===== config.mk =====
export PLATFORM = sky130hd
export DESIGN_NAME = alu_nibble_sequencer
export DESIGN_NICKNAME = d
export VERILOG_FILES = /design/src/rtl/alu_nibble_sequencer.sv
export SDC_FILE = /design/constraint.sdc
export NUM_CORES = 1
export LEC_CHECK = 0
export CAP_MARGIN = 20
export CORE_MARGIN = 2
export CORE_UTILIZATION = 35
export CTS_BUF_LIST = sky130_fd_sc_hd__clkbuf_4 sky130_fd_sc_hd__clkbuf_8
export CTS_CLUSTER_SIZE = 10
export DETAILED_ROUTE_END_ITERATION = 10
export PLACE_DENSITY = 0.59
export SETUP_SLACK_MARGIN = 0.3
export SKIP_LAST_GASP = 1
export SLEW_MARGIN = 5
export SYNTH_ARGS = -nofsm -noshare
export SYNTH_HDL_FRONTEND = slang
export SYNTH_SLANG_ARGS = --single-unit

===== constraint.sdc =====
create_clock -name clk -period 3.52 [get_ports clk]
set_input_delay 0.352 -clock clk [delete_from_list [all_inputs] [get_ports clk]]
set_output_delay 0.352 -clock clk [all_outputs]
set_load 0.01 [all_outputs]

===== src/rtl/alu_nibble_sequencer.sv =====
// alu_nibble_sequencer: streams WIDTH-bit operands one nibble per cycle through a 74181 logic unit
module alu_nibble_sequencer #(
  parameter int WIDTH = 16
) (
  input  logic             clk,
  input  logic             rst_n,
  input  logic             in_valid,
  output logic             in_ready,
  input  logic [3:0]       in_s,
  input  logic [WIDTH-1:0] in_a,
  input  logic [WIDTH-1:0] in_b,
  output logic [3:0]       lu_s,
  output logic [3:0]       lu_a,
  output logic [3:0]       lu_b,
  input  logic [3:0]       lu_f,
  output logic             out_valid,
  input  logic             out_ready,
  output logic [WIDTH-1:0] out_f,
  output logic             out_zero,
  output logic             out_eq
);
  localparam int NIB = WIDTH / 4;
  localparam int IW = NIB > 1 ? $clog2(NIB) : 1;
  typedef enum logic [1:0] {IDLE, RUN, DONE} state_t;
  state_t state, state_nx;
  logic [IW-1:0] idx;
  logic [IW+1:0] sh;
  logic [3:0] s_reg;
  logic [WIDTH-1:0] a_reg, b_reg, f_nx;
  logic run, last;
  assign run = state == RUN;
  assign last = idx == IW'(NIB - 1);
  assign sh = {idx, 2'b00};
  // out_f doubles as the assembly register; f_nx is it with the current nibble merged in
  assign f_nx = (out_f & ~(WIDTH'(4'hF) << sh)) | (WIDTH'(lu_f) << sh);
  always_ff @(posedge clk or negedge rst_n)
    if (!rst_n) state <= IDLE;
    else state <= state_nx;
  always_comb begin
    state_nx = state == IDLE ? (in_valid ? RUN : IDLE)
             : state == RUN  ? (last ? DONE : RUN)
             : (out_ready ? IDLE : DONE);
    in_ready = state == IDLE;
    out_valid = state == DONE;
    lu_s = run ? s_reg : 4'd0;
    lu_a = run ? 4'(a_reg >> sh) : 4'd0;
    lu_b = run ? 4'(b_reg >> sh) : 4'd0;
  end
  always_ff @(posedge clk or negedge rst_n)
    if (!rst_n) begin
      idx <= '0;
      s_reg <= '0;
      a_reg <= '0;
      b_reg <= '0;
      out_f <= '0;
      out_zero <= 1'b0;
      out_eq <= 1'b0;
    end else if (state == IDLE && in_valid) begin
      s_reg <= in_s;
      a_reg <= in_a;
      b_reg <= in_b;
      idx <= '0;
    end else if (run) begin
      out_f <= f_nx;
      idx <= last ? idx : idx + 1'b1;
      if (last) begin
        out_zero <= f_nx == '0;
        out_eq <= &f_nx;
      end
    end
endmodule


# After elaboration in Yosys (flattened, before gate mapping)
# Index checks and enable logic that the tools add are counted.
[word_totals]
ff_bits = 58
word_cells = 40
inputBits = 44
[op_classes]
n_shift = 4
reduce_logical = 8
n_mux = 11
n_bitwise = 4
eq_ne = 4
n_addsub = 1
[op_table]
columns = ["operator", "count"]
rows = [
  [">> shifter 16 x 4 -> 4 bit", 2],
  ["AND 16 bit", 1],
  ["zero test 16 bit", 1],
  ["inverter 16 bit", 1],
  ["bitwise OR 16 bit", 1],
  ["AND reduction 16 bit", 1],
  ["<< shifter 4 x 4 -> 16 bit", 1],
  ["<< shifter 4 x 4 -> 16 bit (first input constant)", 1],
  ["two-way mux 2 bit", 7],
  ["two-way mux 4 bit", 3],
  ["equality test 2 bit (second input constant)", 2],
  ["AND reduction 2 bit", 2],
  ["AND reduction 3 bit", 1],
  ["adder 2 x 1 -> 2 bit (second input constant)", 1],
  ["equality test 2 x 1 -> 1 bit (second input constant)", 1],
  ["zero test 2 bit", 1],
  ["inequality test 2 x 1 -> 1 bit (second input constant)", 1],
  ["nonzero test 2 bit", 1],
  ["logical AND 1 bit", 1],
  ["two-way mux 1 bit", 1],
  ["inverter 1 bit", 1],
]

# Depth between registers and ports, before layout
# Gate-level depths: netlist (run 1).
[depth]
ltp_word = 5
ltp_mapped = 8
ltp_nobuf = 6

# Worst setup path before layout (run 1)
# No wires, ideal clock.
[synth_path]
path_kind = "register -> register"
start = "reg idx[1]"
end = "reg out_eq"
synth_period_minus_slack_ns = 2.005
path_buffers = 2
arrival_time_ns = 1.913
setup_ns = 0.092
stages_incl_launch_ff = 9
setup_slack_ns = 1.515
path_cell_list = "dfrtp_1 > clkbuf_8 > buf_2 > inv_1 > ha_1 > nand2b_1 > a2111oi_4 > nand4_1 > o31ai_2"
[synth_between]
elab_chain_cells = 5
[synth_rtl]
columns = ["item", "line", "rtl"]
rows = [
  ["start: declaration", "26", "logic [IW-1:0] idx;"],
  ["start signal: assignment", "65", "idx <= last ? idx : idx + 1'b1;"],
  ["<< shifter 4 x 4 -> 16 bit", "35", "assign f_nx = (out_f & ~(WIDTH'(4'hF) << sh)) | (WIDTH'(lu_f) << sh);"],
  ["inverter 16 bit", "35", ""],
  ["AND 16 bit", "35", ""],
  ["bitwise OR 16 bit", "35", ""],
  ["AND reduction 16 bit", "68", "out_eq <= &f_nx;"],
  ["end signal: assignment", "68", ""],
  ["end: declaration", "20", "output logic out_eq"],
]
# Parallel ways exist; a longest one is shown, timed or not.
# A chain may end at the register's enable or synchronous reset.

# Worst setup path after layout (run 1)
[layout_path]
start = "reg idx[0]"
end = "out lu_b[2]"
[layout_between]
elab_chain_cells = 2
[layout_rtl]
columns = ["item", "line", "rtl"]
rows = [
  [">> shifter 16 x 4 -> 4 bit", "47", "lu_b = run ? 4'(b_reg >> sh) : 4'd0;"],
  ["two-way mux 4 bit", "47", ""],
  ["end: declaration", "14", "output logic [3:0] lu_b,"],
]
# No other way between the ends.

==> run_results.csv, run 1 <==
group,metric,value,unit
job,cap_viol_max_count,0,
clock_network,cts_tree,"done",
die,pin_count,76,
pwr,p_switching,0.001262,W
routing,wirelength,6382,microns
critical_path,critPathMaxStageDelay,1.05,ns
routing,drtPass1Iterations,4,
final_layout,diodes,0,
clock_network,hold_buffers,0,
logic_synthesis,ys_types,36,
critical_path,r2r-start,"idx[0]$_DFFE_PN0P_",
logic_synthesis,synthesis.nets,285,
critical_path,cp-startpoint,"idx[0]$_DFFE_PN0P_",
final_layout,layout_commonest_cell,"clkdlybuf4s50_1",
place,port_buffers,75,
critical_path,cp_cell_sequence,"mux4_1 > and2_1 > clkdlybuf4s50_1",
clock_network,clock_path_buffers,2,
place,dp.cells,406,
routing,wl_per_cell,15.12,microns
final_layout,instances_no_fill,422,
clock_network,cts.sinks,58,
critical_path,crit_arrival,2.69,ns
sta,drv_slew,0,
logic_synthesis,synthArstFlopShare,100.0,%
hold_path,hold_path_class,"input pin to asynchronous set/reset pin",
routing,remaining_drc_errors,0,
final_layout,filler_cell_count,766,
logic_synthesis,yosysWarnings,0,
clock_network,cts_root_buf,"clkbuf_8",
pwr,seq_power_share,34.4,%
clock_network,cts_setup_buffers,0,
critical_path,r2r_setup_slack,1.08,ns
final_layout,drive_gt1_share,19.56,%
die,dieWidth,95.81,microns
die,dieArea,9180,sq um
routing,route.antenna.remaining_nets,0,
pwr,clkPwrFrac,18.1,%
final_layout,areaGrowthSynthToFinish,34.27,%
run_status,status,"complete, no violations",
sta,fin_worst_skew,0.006472,ns
logic_synthesis,synth_ff_type,"dfrtp_1",
critical_path,path_max_fanout,28,
routing,drtIter0Drc,93,
clock_network,h-tree-depth,3,
critical_path,worst-setup-path-type,"flop to output pin",
die,rows,33,
sta,final.min_clock_period,3.038,ns
clock_network,cts_resized,0,
sta,setup_tns,0,ns
pwr,p_leak,1.604,nW
global_route,antenna_found_initial,0,
critical_path,startpoint_type,"flop",
global_route,grt_pass1_wl,10380,microns
clock_network,clkTransAtPathRegs,0.07,ns
logic_synthesis,synth_seq_cells,58,
final_layout,layout_common_cells,"clkdlybuf4s50_1, dfrtp_1, mux2_2",
pwr,powerDensity,929.8,nW/um^2
place,dp_hpwl,4463,microns
sta,maxSlewHeadroom,28.64,%
sta,tightest_slew,1.070,ns
pwr,internal_power,0.002421,W
logic_synthesis,syn-cell-area,2950,sq um
global_route,gr-usage-all-layers,15.10,%
global_route,grt_pass1_vias,2096,
routing,drt-vias-per-instance,5.024,
final_layout,regArea,1451,sq um
critical_path,cpMaxStageDelayCell,"dfrtp_1",
die,core,8175,sq um
sta,rsz0062_at_grt,"false",
final_layout,multi_input_area,1381,sq um
sta,holdWs,0.1347,ns
critical_path,crit_path_end,"lu_b[2]",
sta,max_clock_freq,329.2,MHz
sta,finalHoldViolCount,0,
critical_path,reg2regPathDepth,5,
die,die_h,95.81,microns
critical_path,required,3.17,ns
pwr,swShare,34.26,%
routing,vias,2120,
clock_network,clk_latency,0.33,ns
logic_synthesis,seq_area_frac_synth,49.19,%
logic_synthesis,synth_edf_count,0,
logic_synthesis,syn_avg_cell_area,12.45,sq um
sta,setup_violations,0,
critical_path,regToRegEndpoint,"out_zero$_DFFE_PN0P_",
logic_synthesis,netlist_instances,237,
final_layout,fin_nets,360,
global_route,grt_max_degree,40,
clock_network,cts_made_buffers,9,
sta,period_share,86.31,%
pwr,peakVddDrop,0.4464,mV
die,initial_core_util,36.09,%
place,gp_congestion,0.7128,
pwr,p_comb_share,47.5,%
global_route,grt-ovfl-total,0,
critical_path,end_kind,"output pin",
==> area by class of cell <==
type | count | area share (%)
flip-flops and latches | 58 | 36.64
multi-input cells | 161 | 34.87
repair buffers | 77 | 19.20
well taps | 105 | 3.316
clock buffers | 9 | 3.127
clock inverters | 7 | 2.369
inverters | 5 | 0.4738
==> per-stage QoR <==
step                      worst slack [ns]  power (W)  area, sq um  util (%)
final                               0.4819   0.003683         3961     48.45
after global routing                0.3634   0.003974         3961     48.45
after CTS                           0.4251   0.003737         3961     48.45
after detailed placement            0.7987   0.003054         3744     45.79
after global placement              0.8272   0.003023         3744     45.79
after floorplan                      1.515   0.002400         2950         -
==> power by group through the flow <==
stage / logic, W / registers (W) / clock network [W]
finish: 0.00175 / 0.00127 / 0.000666
global route: 0.00194 / 0.00132 / 0.000715
CTS: 0.00178 / 0.00127 / 0.000686
detailed placement: 0.00177 / 0.00129 / 0
global placement: 0.00175 / 0.00128 / 0
floorplan: 0.00121 / 0.00120 / 0
==> cells in the mapped netlist, types with 4 or more instances <==
master | n | area [sq um]
a22o_1 | 4 | 35.03
a31oi_1 | 12 | 75.07
and2_1 | 13 | 81.33
buf_2 | 5 | 25.02
dfrtp_1 | 58 | 1451
ha_1 | 4 | 50.05
inv_1 | 5 | 18.77
mux2_2 | 36 | 405.4
mux4_1 | 8 | 210.2
nand2_1 | 9 | 33.78
nand2b_1 | 15 | 93.84
nand3_1 | 4 | 20.02
nand3b_1 | 8 | 60.06
nand4_1 | 7 | 43.79
nor2_1 | 17 | 63.81
or3b_1 | 4 | 35.03
==> metal layers <==
layer  share of wire, %  track usage (%)
met5                  0                0
met4                1.2            4.286
met3                6.9            5.168
met2                 47            24.01
met1                 45            19.64
==> worst max-delay path: cells and delay by family, from the launching register on <==
family | cells | cell delay, ns
buffers and inverters | 1 | 0.49
flip-flops | 1 | 1.05
AND/OR/NAND/NOR | 1 | 0.17
multiplexers | 1 | 0.64
==> cells by family after synthesis <==
| family | count (synthesis) | share of synthesized area [%] |
|---|---|---|
| fa+ha+maj | 4 | 1.696 |
| xor+xnor | 1 | 0.2969 |
| mux | 44 | 20.87 |
| flops | 58 | 49.19 |
| compound gates | 29 | 7.803 |
| simple gates | 83 | 16.03 |
| buf+inv | 18 | 4.114 |
==> worst min-delay path by stage <==
stage / from / end / slack [ns] / depth (start not counted)
2_1_floorplan: rst_n / a_reg[0]$_DFFE_PN0P_ / 0.06 / 0
3_3_place_gp: s_reg[1]$_DFFE_PN0P_ / s_reg[1]$_DFFE_PN0P_ / 0.48 / 1
3_5_place_dp: s_reg[0]$_DFFE_PN0P_ / s_reg[0]$_DFFE_PN0P_ / 0.49 / 1
4_1_cts: rst_n / a_reg[2]$_DFFE_PN0P_ / 0.15 / 1
5_1_grt: rst_n / a_reg[5]$_DFFE_PN0P_ / 0.19 / 1
6_report: rst_n / a_reg[2]$_DFFE_PN0P_ / 0.13 / 1
(Power assumes the default switching activity.)
==> run 2, diff against run 1 <==
- DONT_BUFFER_PORTS: default -> 1
- PLACE_DENSITY: 0.59 -> 0.47
- SKIP_CTS_REPAIR_TIMING: default -> 1
==> run 2 against run 1 <==
  * Utilization fell by 9.2 points
  * Largest cell class unchanged
  * Clock skew shrank 0.0013 ns
  * Clock power decreased by 17%
  * Final area is 19% lower
  * Final cell count fell by 18%
  * Sequential power rose by 4%
  * First-iteration DRC count shrank 29%
  * Register-to-register slack improved by 0.02 ns
  * Clock-buffer cell count grew 1
==> run_results.csv, run 2 (same netlist as run 1, synthesis figures left out) <==
group,metric,value,unit
routing,route.antenna.remaining_nets,0,
sta,period_share,73.63,%
die,initial_core_util,36.09,%
sta,fin_worst_skew,0.005153,ns
routing,drtIter0Drc,66,
die,pin_count,76,
job,cap_viol_max_count,0,
global_route,grt_pass1_vias,1951,
final_layout,fin_nets,286,
place,gp_congestion,0.7551,
sta,finalHoldViolCount,0,
critical_path,path_max_fanout,28,
sta,maxSlewHeadroom,29.62,%
pwr,powerDensity,981.3,nW/um^2
global_route,grt_pass1_wl,10050,microns
final_layout,diodes,0,
sta,final.min_clock_period,2.592,ns
sta,setup_tns,0,ns
clock_network,clkTransAtPathRegs,0.07,ns
critical_path,reg2regPathDepth,5,
final_layout,areaGrowthSynthToFinish,8.736,%
hold_path,holdPathEnd,"state[1]$_DFF_PN0_",
clock_network,clk_latency,0.34,ns
routing,topRoutingLayerUsed,"met4",
die,die_h,95.81,microns
run_status,status,"complete, no violations",
hold_path,hold_start,"out_ready",
sta,setup_violations,0,
global_route,gr-usage-all-layers,14.97,%
critical_path,r2r-start,"idx[0]$_DFFE_PN0P_",
routing,remaining_drc_errors,0,
pwr,p_leak,1.298,nW
critical_path,cp_cell_sequence,"mux4_1 > and2_1",
routing,vias,1841,
routing,drtPass1Iterations,4,
final_layout,drive_gt1_share,25.10,%
global_route,grt-ovfl-total,0,
critical_path,critPathMaxStageDelay,1.04,ns
clock_network,cts_tree,"done",
final_layout,fin_util,39.24,%
final_layout,multi_input_area,1381,sq um
pwr,peakVddDrop,0.3499,mV
place,port_buffers,0,
critical_path,end_kind,"output pin",
clock_network,h-tree-depth,3,
die,core,8175,sq um
hold_path,hold_path_class,"input pin to flop",
sta,rsz0062_at_grt,"false",
routing,wl_per_cell,18.25,microns
sta,max_clock_freq,385.8,MHz
place,dp_hpwl,4352,microns
clock_network,cts_made_buffers,9,
pwr,power,0.003148,W
routing,wl_met1,2652,microns
die,dieArea,9180,sq um
global_route,grt_max_degree,59,
routing,drt-vias-per-instance,5.290,
critical_path,startpoint_type,"flop",
final_layout,layout_common_cells,"dfrtp_1, mux2_2, nor2_1",
sta,drv_slew,0,
die,dieWidth,95.81,microns
final_layout,filler_cell_count,807,
clock_network,cts_root_buf,"clkbuf_8",
routing,wirelength,6350,microns
clock_network,cts.sinks,58,
hold_path,min_path_cells,1,
critical_path,crit_arrival,2.24,ns
final_layout,layout_commonest_cell,"dfrtp_1",
critical_path,regToRegEndpoint,"out_zero$_DFFE_PN0P_",
critical_path,cpMaxStageDelayCell,"dfrtp_1",
critical_path,r2r_setup_slack,1.10,ns
global_route,antenna_found_initial,0,
die,rows,33,
final_layout,regArea,1451,sq um
routing,wl_met2,3158,microns
routing,wl_met3,453,microns
critical_path,worst-setup-path-type,"flop to output pin",
clock_network,clock_path_buffers,2,
critical_path,required,3.17,ns
sta,tightest_slew,1.056,ns
[run 2: area by class of cell]
type / count / share of cell area, %
clock buffers: 10 / 4.290
clock inverters: 6 / 1.326
inverters: 5 / 0.5850
multi-input cells: 161 / 43.06
flip-flops and latches: 58 / 45.24
well taps: 105 / 4.095
repair buffers: 3 / 1.404
[run 2: worst max path at each step]
stage               slack (ns)                from                    to
floorplan                 1.52  idx[1]$_DFFE_PN0P_    out_eq$_DFFE_PN0P_
global placement          1.10  idx[0]$_DFFE_PN0P_  out_zero$_DFFE_PN0P_
detailed placement        1.06  idx[1]$_DFFE_PN0P_    out_eq$_DFFE_PN0P_
CTS                       0.85  idx[0]$_DFFE_PN0P_               lu_b[1]
global route              0.80  idx[0]$_DFFE_PN0P_               lu_b[1]
finish                    0.93  idx[0]$_DFFE_PN0P_               lu_b[1]
[run 2: metal layers]
layer | up-vias | GRT usage (%)
met3 | 8 | 6.500
met1 | 911 | 16.93
met5 | - | 0
li1 | 870 | -
met4 | 0 | 6.429
met2 | 52 | 24.65
[run 2: metrics by stage]
stage / worst slack, ns / area, sq um / cells / hold slack (ns)
2_1_floorplan: 1.515 / 2950 / 237 / 0.05641
3_3_place_gp: 1.099 / 2990 / 330 / 0.05810
3_5_place_dp: 1.060 / 2990 / 330 / 0.05823
4_1_cts: 0.8550 / 3171 / 346 / -0.3230
5_1_grt: 0.7961 / 3208 / 348 / 0.1059
6_report: 0.9282 / 3208 / 348 / 0.1113
[run 2: power breakdown]
| group | switching, W | total (W) | leakage (nW) | internal (W) |
|---|---|---|---|---|
| logic | 0.000613 | 0.00127 | 0.538 | 0.000660 |
| clock network | 0.000281 | 0.000553 | 0.0765 | 0.000272 |
| registers | 0.000324 | 0.00132 | 0.684 | 0.000998 |
| total | 0.00122 | 0.00315 | 1.30 | 0.00193 |
[run 2: worst max-delay path: cells and delay by family, from the launching register on]
family	cells	cell delay, ns
flip-flops	1	1.04
multiplexers	1	0.65
AND/OR/NAND/NOR	1	0.20
==> run 3, diff against run 2 <==
- PLACE_DENSITY: 0.47 -> 0.49
- clock period: 3.52 -> 2.15 ns (I/O delays scaled with it)
==> run 3 against run 2 <==
  * Clock skew rose by 0.0047 ns
  * First-iteration DRC count fell by 42%
  * Clock power grew 65%
  * Largest cell class unchanged
  * Sequential share of layout area decreased by 3.2 points
  * Critical path depth rose by 1
  * Final area grew 7.9%
  * Register-to-register slack worse by 0.74 ns
  * Non-clock buffer count rose by 19
==> run_results.csv, run 3 (same netlist as run 1, synthesis figures left out) <==
group,metric,value,unit
global_route,grt-ovfl-total,0,
die,pin_count,76,
routing,wirelength,6717,microns
die,core,8175,sq um
final_layout,fin_util,42.35,%
hold_path,hold_path_class,"input pin to flop",
clock_network,cts_tree,"done",
global_route,busiest_layer,"met2",
routing,route.antenna.remaining_nets,0,
run_status,status,"complete, no violations",
pwr,powerDensity,1646,nW/um^2
final_layout,instances_no_fill,367,
final_layout,layout_commonest_cell,"dfrtp_1",
final_layout,areaGrowthSynthToFinish,17.35,%
die,dieWidth,95.81,microns
clock_network,cts_made_buffers,9,
sta,final.min_clock_period,1.862,ns
global_route,grt_pass1_wl,10490,microns
routing,drtPass1Iterations,4,
final_layout,drive_gt1_share,36.64,%
routing,drt-vias-per-instance,5.172,
critical_path,crit_arrival,1.65,ns
clock_network,clkTransAtPathRegs,0.08,ns
pwr,peakVddDrop,0.9118,mV
sta,drv_slew,0,
routing,wl_per_cell,18.30,microns
final_layout,fin_nets,305,
routing,vias,1898,
pwr,power,0.005697,W
place,dp.cells,337,
global_route,use_met3,7.126,%
sta,max_clock_freq,536.9,MHz
sta,tightest_slew,0.3180,ns
clock_network,clk_latency,0.34,ns
critical_path,end_kind,"output pin",
clock_network,h-tree-depth,3,
global_route,grt_max_degree,59,
final_layout,diodes,0,
clock_network,cts_root_buf,"clkbuf_8",
die,initial_core_util,36.09,%
sta,setup_violations,0,
critical_path,path_max_fanout,6,
sta,setup_tns,0,ns
global_route,gr-usage-all-layers,15.42,%
sta,period_share,86.62,%
final_layout,layout_common_cells,"dfrtp_1, mux2_2, nor2_1",
die,dieArea,9180,sq um
die,die_h,95.81,microns
place,port_buffers,0,
critical_path,required,1.93,ns
sta,finalHoldViolCount,0,
global_route,grt.met1_usage,17.90,%
global_route,antenna_found_initial,0,
sta,maxSlewHeadroom,78.72,%
pwr,p_leak,1.395,nW
critical_path,worst-setup-path-type,"flop to output pin",
global_route,grt_pass1_vias,2003,
sta,rsz0062_at_grt,"true",
critical_path,startpoint_type,"flop",
place,dp_hpwl,4579,microns
sta,fin_worst_skew,0.009834,ns
clock_network,clock_path_buffers,2,
global_route,use_met2,25.58,%
job,cap_viol_max_count,0,
die,rows,33,
clock_network,cts.sinks,58,
routing,drtIter0Drc,38,
routing,remaining_drc_errors,0,
place,gp_congestion,0.7846,
-- run 3: cell types whose count changed in the layout (fill, tap and decap cells not counted), sizes merged --
cell,delta
buf,+9
clkbuf,+1
dlygate4sd3,+9
-- run 3: worst paths after layout --
| kind | startpoint | end | slack [ns] | depth (start not counted) |
|---|---|---|---|---|
| worst max-delay path | idx[0]$_DFFE_PN0P_ | lu_b[2] | 0.29 | 3 |
| worst min register to register | s_reg[3]$_DFFE_PN0P_ | s_reg[3]$_DFFE_PN0P_ | 0.50 | 1 |
| max in group asynchronous | rst_n | idx[1]$_DFFE_PN0P_ | 1.49 | 2 |
| worst max register to register | idx[0]$_DFFE_PN0P_ | out_eq$_DFFE_PN0P_ | 0.36 | 6 |
| min in group asynchronous | rst_n | out_zero$_DFFE_PN0P_ | 0.41 | 2 |
| worst min-delay path | lu_f[3] | out_f[15]$_DFFE_PN0P_ | 0.02 | 1 |
-- run 3: critical path, cell delays in order, from the launching register on --
cell	delay, ns
dfrtp_2	0.46
clkbuf_16	0.18
mux4_2	0.48
and2_4	0.18
-- run 3: metrics by stage --
stage / setup WS (ns) / instance area, sq um / hold WS (ns)
floorplan: 0.3221 / 2964 / -0.08059
global placement: 0.3400 / 3075 / -0.07884
detailed placement: 0.3091 / 3075 / -0.07781
CTS: 0.06690 / 3256 / -0.4513
global route: 0.2145 / 3462 / 0.0002248
finish: 0.2876 / 3462 / 0.01591
-- run 3: power breakdown --
part | internal (W) | leakage, nW | total [W] | switching [W]
clock network | 0.000446 | 0.0765 | 0.000912 | 0.000466
logic | 0.00144 | 0.637 | 0.00267 | 0.00123
registers | 0.00164 | 0.681 | 0.00211 | 0.000470
-- run 3: layer usage --
| metal | vias to the layer above | share of wire [%] | routed length [microns] |
|---|---|---|---|
| li1 | 901 | - | - |
| met1 | 929 | 44 | 2939 |
| met2 | 58 | 47 | 3187 |
| met3 | 10 | 7.4 | 497 |
| met4 | 0 | 1.4 | 93 |
| met5 | - | 0 | 0 |
-- run 3: layout make-up --
| type | instances | area (sq um) |
|---|---|---|
| well taps | 105 | 131.4 |
| repair buffers | 22 | 269.0 |
| inverters | 5 | 18.77 |
| multi-input cells | 161 | 1409 |
| fillers | 781 | 4713 |
| clock buffers | 10 | 137.6 |
| clock inverters | 6 | 42.54 |
| flip-flops and latches | 58 | 1454 |
